--- src/rtl/alu.sv ---
// Registered ALU for the CPU datapath: one op per clock, result plus five status flags.
// The result reaches the shared bus only while assert_bus is high.
module alu #(
  parameter int WIDTH = 8
) (
  input  logic             clk,
  input  logic             reset,
  input  logic [WIDTH-1:0] lhs_in,
  input  logic [WIDTH-1:0] rhs_in,
  input  logic [3:0]       operation,
  input  logic             assert_bus,
  output logic [WIDTH-1:0] bus_out,
  output logic             bus_en,
  output logic             flag_zero,
  output logic             flag_acarry,
  output logic             flag_lcarry,
  output logic             flag_sign,
  output logic             flag_overflow
);

  localparam logic [3:0] OP_NOP  = 4'h0;
  localparam logic [3:0] OP_SHL  = 4'h1;
  localparam logic [3:0] OP_SHR  = 4'h2;
  localparam logic [3:0] OP_ADD  = 4'h3;
  localparam logic [3:0] OP_ADDC = 4'h4;
  localparam logic [3:0] OP_INC  = 4'h5;
  localparam logic [3:0] OP_DEC  = 4'h6;
  localparam logic [3:0] OP_SUB  = 4'h7;
  localparam logic [3:0] OP_SUBB = 4'h8;
  localparam logic [3:0] OP_XOR  = 4'h9;
  localparam logic [3:0] OP_AND  = 4'hA;
  localparam logic [3:0] OP_OR   = 4'hB;
  localparam logic [3:0] OP_NOT  = 4'hC;
  localparam logic [3:0] OP_ROL  = 4'hD;
  localparam logic [3:0] OP_ROR  = 4'hE;
  localparam logic [3:0] OP_CMP  = 4'hF;

  localparam int MSB = WIDTH - 1;

  logic [WIDTH-1:0] result_q, result_d, calc;
  logic             zero_q, zero_d;
  logic             acarry_q, acarry_d;
  logic             lcarry_q, lcarry_d;
  logic             sign_q, sign_d;
  logic             overflow_q, overflow_d;
  logic [WIDTH:0]   lhs_ext, rhs_ext, cin_ext, one_ext, ext;

  assign lhs_ext = {1'b0, lhs_in};
  assign rhs_ext = {1'b0, rhs_in};
  assign cin_ext = {{WIDTH{1'b0}}, acarry_q};
  assign one_ext = {{WIDTH{1'b0}}, 1'b1};

  // Arithmetic runs one bit wide so the carry/borrow falls out of bit WIDTH.
  always_comb begin
    result_d   = result_q;
    zero_d     = zero_q;
    acarry_d   = acarry_q;
    lcarry_d   = lcarry_q;
    sign_d     = sign_q;
    overflow_d = overflow_q;
    calc       = '0;
    ext        = '0;
    case (operation)
      OP_SHL: begin
        calc = {lhs_in[MSB-1:0], 1'b0};
        lcarry_d = lhs_in[MSB];
        overflow_d = 1'b0;
      end
      OP_SHR: begin
        calc = {1'b0, lhs_in[MSB:1]};
        lcarry_d = lhs_in[0];
        overflow_d = 1'b0;
      end
      OP_ADD, OP_ADDC: begin
        ext = lhs_ext + rhs_ext + ((operation == OP_ADDC) ? cin_ext : '0);
        calc = ext[WIDTH-1:0];
        acarry_d = ext[WIDTH];
        overflow_d = (lhs_in[MSB] == rhs_in[MSB]) && (calc[MSB] != lhs_in[MSB]);
      end
      OP_INC: begin
        ext = lhs_ext + one_ext;
        calc = ext[WIDTH-1:0];
        acarry_d = ext[WIDTH];
        overflow_d = !lhs_in[MSB] && calc[MSB];
      end
      OP_DEC: begin
        ext = lhs_ext - one_ext;
        calc = ext[WIDTH-1:0];
        acarry_d = ext[WIDTH];
        overflow_d = lhs_in[MSB] && !calc[MSB];
      end
      OP_SUB, OP_SUBB, OP_CMP: begin
        ext = lhs_ext - rhs_ext - ((operation == OP_SUBB) ? cin_ext : '0);
        calc = ext[WIDTH-1:0];
        acarry_d = ext[WIDTH];
        overflow_d = (lhs_in[MSB] != rhs_in[MSB]) && (calc[MSB] != lhs_in[MSB]);
      end
      OP_XOR: begin
        calc = lhs_in ^ rhs_in;
        overflow_d = 1'b0;
      end
      OP_AND: begin
        calc = lhs_in & rhs_in;
        overflow_d = 1'b0;
      end
      OP_OR: begin
        calc = lhs_in | rhs_in;
        overflow_d = 1'b0;
      end
      OP_NOT: begin
        calc = ~lhs_in;
        overflow_d = 1'b0;
      end
      OP_ROL: begin
        calc = {lhs_in[MSB-1:0], lcarry_q};
        lcarry_d = lhs_in[MSB];
        overflow_d = 1'b0;
      end
      OP_ROR: begin
        calc = {lcarry_q, lhs_in[MSB:1]};
        lcarry_d = lhs_in[0];
        overflow_d = 1'b0;
      end
      default: begin
      end
    endcase
    // CMP updates zero/sign from its difference but leaves the result register alone.
    if (operation != OP_NOP) begin
      zero_d = (calc == '0);
      sign_d = calc[MSB];
      if (operation != OP_CMP) begin
        result_d = calc;
      end
    end
  end

  always_ff @(posedge clk or posedge reset) begin
    if (reset) begin
      result_q   <= '0;
      zero_q     <= 1'b0;
      acarry_q   <= 1'b0;
      lcarry_q   <= 1'b0;
      sign_q     <= 1'b0;
      overflow_q <= 1'b0;
    end else begin
      result_q   <= result_d;
      zero_q     <= zero_d;
      acarry_q   <= acarry_d;
      lcarry_q   <= lcarry_d;
      sign_q     <= sign_d;
      overflow_q <= overflow_d;
    end
  end

  assign bus_out       = assert_bus ? result_q : '0;
  assign bus_en        = assert_bus;
  assign flag_zero     = zero_q;
  assign flag_acarry   = acarry_q;
  assign flag_lcarry   = lcarry_q;
  assign flag_sign     = sign_q;
  assign flag_overflow = overflow_q;

endmodule

--- config.mk ---
export PLATFORM = sky130hd
export DESIGN_NAME = alu
export DESIGN_NICKNAME = d
export VERILOG_FILES = /design/src/rtl/alu.sv
export SDC_FILE = /design/constraint.sdc
export NUM_CORES = 1
export LEC_CHECK = 0
export CAP_MARGIN = 20
export CORE_ASPECT_RATIO = 0.75
export CORE_MARGIN = 8
export CORE_UTILIZATION = 35
export DETAILED_ROUTE_END_ITERATION = 7
export DONT_BUFFER_PORTS = 1
export PLACE_DENSITY = 0.53
export SLEW_MARGIN = 40
export SYNTH_ARGS = -nofsm -noshare
export SYNTH_HDL_FRONTEND = slang
export SYNTH_SLANG_ARGS = --single-unit
--- constraint.sdc ---
create_clock -name clk -period 6.8 [get_ports clk]
set_input_delay 1.36 -clock clk [delete_from_list [all_inputs] [get_ports clk]]
set_output_delay 1.36 -clock clk [all_outputs]
set_load 0.03 [all_outputs]
-- After elaboration in Yosys (flattened, before gate mapping)
Cells that the tools add are included.
- equal/unequal tests: 20
- divide/modulo/power cells: 0
- multiply operators: 0
- bitwise logic cells: 4
- add/sub/neg operators: 6
- magnitude comparators: 0
- shifts and indexed selects: 0
- multiplexer cells: 7
- reductions and logical operators: 17
- operator list (cell ; count):
    $pmux 8 s12 ; 1
    $eq 4x4->1 const B ; 8
    $eq 4x3->1 const B ; 4
    $add 8x1->9 const B ; 1
    $add 8x8->9 ; 1
    $add 9x1->9 ; 1
    $sub 8x1->9 const B ; 1
    $sub 8x8->9 ; 1
    $sub 9x1->9 ; 1
    $and 8x8->8 ; 1
    $eq 4x2->1 const B ; 2
    $logic_not 8->1 ; 1
    $mux 8 ; 1
    $not 8->8 ; 1
    $or 8x8->8 ; 1
    $reduce_bool 4->1 ; 2
    $reduce_or 8->1 ; 1
    $xor 8x8->8 ; 1
    $reduce_or 2->1 ; 3
    $pmux 1 s5 ; 1
    $reduce_bool 5->1 ; 1
    $eq 4x1->1 const B ; 1
    $logic_and 1x1->1 ; 4
    $ne 4x4->1 const B ; 1
    9 further kinds ; 13
- RAM bits: 0
- latch bits: 0
- output and inout bits: 14
- bits in read-only memories: 0
- register bits: 13
- memories: 0
- input port bits: 23
- word-level logic and storage cells: 60

-- Depth between registers and ports, before layout
- depth after elaboration: 6
- mapped depth: 15
- gate-level depth less buffers: 13

-- Worst setup path after synthesis
Ideal clock, no wire load.
- path kind: input to register
- from: input port operation[3]
- to: register result_q[7]
- data required time: 6.675 ns
- buffers on the path: 2
- library setup time: 0.125 ns
- arrival time: 4.033 ns
- setup slack: 2.643 ns
- cell stages on the path: 14
- cell sequence: buf_4 buf_2 inv_1 nor2_1 nand3_1 fa_1 ha_1 o21ai_0 a2111oi_2 or4_1 nand3_1 a221oi_1 o21ai_1 mux2_2
- cells in the longest elaborated chain, start to end: 4
- elaborated cells between the ends (all ways): 25
- those cells by class: 2 x add/sub; 16 x eq/ne; 3 x mux; 4 x reduce/logical
- RTL lines (element ; RTL line ; text):
    from (decl) ; 10 ; input logic [3:0] operation,
    $eq 4x4->1 / $eq 4x3->1 (equally long branches) ; 63, 93, 75 ;
    $mux 1, on equally long branches ; 93, 75 ;
    $sub 9x1->9 / $add 9x1->9 (equally long branches) ; 93, 75 ;
    $pmux 8 s12 ; 63 ; case (operation)
    to (signal assigned) ; 146 ; result_q <= result_d;
    to (decl) ; 40 ; logic [WIDTH-1:0] result_q, result_d, calc;
Several ways; a longest one is shown, not always the timed one.
A chain may end at the register's enable or synchronous reset.

-- Worst setup path after layout
Ends and elaborated chain as after synthesis.

==> results.cfg <==
[route]
routed_wl_um = 9300
drtPass1Iterations = 5
wl_per_cell_um = 21.0
routed-via-count = 2768
remaining_drc_errors = 0
postRouteAntennaNets = 0
vias_per_cell = 6.26
drtIter0Drc = 326

[clocking]
cts_hold_buf = 0
path_clk_slew_ps = 50
cts.sinks = 13
cts_made_buffers = 3
ctsResizeCount = 0
cts_setup_buffers = 0
clkLatencyLatePin_ps = 240
clockBufferDepth = 2
h-tree-depth = 1
root_buffer = clkbuf_8
cts_tree = done

[timing]
slew_headroom_pct = 47.8
slew_viol_final = 0
hold_violations = 0
fmax_ghz = 0.249
min_period_over_period_pct = 59.0
rsz0062_at_grt = no
timing.hold.ws_ps = 483
fin_crit_ps = 4010
worstMarginPinSlew_ps = 782
worst_slack_ps = 2790
finalSetupTns_ps = 0
skew_ps = 4.35
final-setup-viol-count = 0

[layout]
final.fill_count = 872
final_cells = 442
drive_above_1_share_pct = 6.23
multi_input_area_um2 = 2220
n_antenna_cell = 0
ff_latch_area_um2 = 325
nets = 399
synthToLayoutAreaGrowth_pct = 1.38

[logic_synthesis]
synth.avg_cell_area_um2 = 7.85
synth.top_cell.area_share_pct = 15.2
synth-seq-cells = 13
synth_area_leaders = ha_1, dfrtp_1, inv_1, a21oi_1, fa_1
netlist_area_um2 = 2800
async_flop_share_pct = 100
synth_edf_count = 0
synthCells = 357
yosys_most_used_dff = dfrtp_1
synth_nets = 418
synth_cell_types = 67
yosys.area.top_type = ha_1
yosys_warnings = 0
ys_seq_area_share_pct = 11.6

[worst_setup_path]
r2r-start = flag_acarry$_DFFE_PP0P_
crit_required_ps = 6920
regToRegSetupSlack_ps = 3520
reg2reg_to = result_q[7]$_DFFE_PP0P_
crit_start = operation[3]
cp_slowest_cell = fa_1
r2r_cells = 11
max_stage_delay_ps = 560
critPathKind = input port to flop
critPathMaxFanout = 32
crit_path_start_kind = input port
path_cells = inv_1 > nor2_1 > nand3_1 > fa_1 > inv_1 > ha_1 > o21ai_0 > a2111oi_2 > nand2_1 > nand3_1 > a221oi_1 > o21ai_1 > mux2_2
cp-end-kind = flop
cp-endpoint = result_q[7]$_DFFE_PP0P_
arrival_ps = 4130

[global_routing]
gr-total-overflow = 0
grt_pass1_vias = 2581
grtUsageTotal_pct = 16.4
antenna_found_initial = 0
grt_max_degree = 43
grt_first_pass_wirelength_um = 14800

[pwr]
leakagePower_uw = 0.00116
vdd.ir_drop.worst_v = 0.0000656
powerDensity_nw_per_um2 = 130

[floorplanning]
start_util_pct = 35.7
die_h_um = 93.5
pin_count = 37
row_count = 28
dieArea_um2 = 11200
coreArea_um2 = 7850
die_x_um = 119

[run_status]
status = finished clean

[job]
max_cap_viol_count = 0

[place]
dp.cells = 438
post-place-ws_ps = 2590
port-buffer-count = 0
dp_hpwl_um = 7300
place_congestion = 0.992

[worst_hold_path]
hold_path.class = flop to flop
==> cell usage in the layout, fill, tap and decap left out, types with 6 or more instances in the layout <==
cell       n
and2_1     8
a21oi_1   21
nand3_1   11
nor2b_1   10
a211oi_1   7
mux2_2     6
nand2b_1  11
o21ai_0   16
inv_1     30
xnor2_1    7
nand2_1   18
a22o_1     6
nor2_1    19
dfrtp_1   13
ha_1      34
==> Yosys cell counts (all sizes together), types with 7 or more instances <==
master	count
a21oi	21
ha	34
nand2	18
nor2b	11
dfrtp	13
nor2	19
and2	8
nand3	11
inv	30
nand2b	11
xnor2	8
o21ai	19
buf	20
a211oi	7
==> final cells by class <==
| type | instances | area share [%] |
|---|---|---|
| Inverter | 30 | 3.96 |
| Clock buffer | 4 | 1.58 |
| Multi-Input combinational cell | 289 | 78.1 |
| Tap cell | 105 | 4.62 |
| Timing Repair Buffer | 1 | 0.264 |
| Sequential cell | 13 | 11.4 |
==> kinds of logic (layout without fill, tap and decap cells) <==
group           count (synthesis)  in the layout  synth area share (%)
compound gates                115            115                  29.9
simple gates                  117            117                  24.4
mux                             8              8                  3.12
flops                          13             13                  11.6
fa+ha+maj                      38             38                  18.0
xor+xnor                       11             11                  3.44
buf+inv                        55             35                  9.55
==> worst max-delay path: cells and delay by family <==
kind            cells  cell delay [ps]
compound gates      4             1100
fa+ha+maj           2              720
buf+inv             2              100
mux                 1              280
simple gates        4              560
==> flip-flops by register name, summed over array words and instances (netlist names) <==
signal	count
flag_lcarry	1
flag_overflow	1
flag_acarry	1
flag_sign	1
flag_zero	1
result_q	8
==> power by group <==
part / switching (uW) / internal [uW] / total [uW]
Clock: 26.8 / 41.3 / 68.1
Combinational: 113 / 79.6 / 193
Sequential: 18.3 / 90.6 / 109
==> metrics by stage <==
| step | instance area (um2) | utilization, % | power [uW] |
|---|---|---|---|
| 4_1_cts | 2830 | 36.1 | 370 |
| 5_1_grt | 2840 | 36.2 | 396 |
| 2_1_floorplan | 2800 | - | 272 |
| 3_5_place_dp | 2790 | 35.5 | 300 |
| 6_report | 2840 | 36.2 | 370 |
| 3_3_place_gp | 2790 | 35.5 | 302 |
==> routing by layer <==
| layer | part of all wire, % | vias to the layer above | global-route usage (%) |
|---|---|---|---|
| met5 | 0 | - | 0 |
| met4 | 1.3 | 0 | 2.69 |
| met3 | 11 | 10 | 4.03 |
| met2 | 42 | 149 | 24.1 |
| met1 | 46 | 1325 | 23.7 |
| li1 | - | 1284 | - |
==> worst min path at each step <==
stage	startpoint	endpoint	slack (ps)	cells after the start
finish	result_q[4]$_DFFE_PP0P_	result_q[4]$_DFFE_PP0P_	480	2
global route	result_q[4]$_DFFE_PP0P_	result_q[4]$_DFFE_PP0P_	510	2
CTS	result_q[4]$_DFFE_PP0P_	result_q[4]$_DFFE_PP0P_	490	2
detailed placement	result_q[4]$_DFFE_PP0P_	result_q[4]$_DFFE_PP0P_	470	2
global placement	result_q[4]$_DFFE_PP0P_	result_q[4]$_DFFE_PP0P_	460	2
floorplan	result_q[6]$_DFFE_PP0P_	result_q[6]$_DFFE_PP0P_	440	2
(Power assumes the default switching activity.)
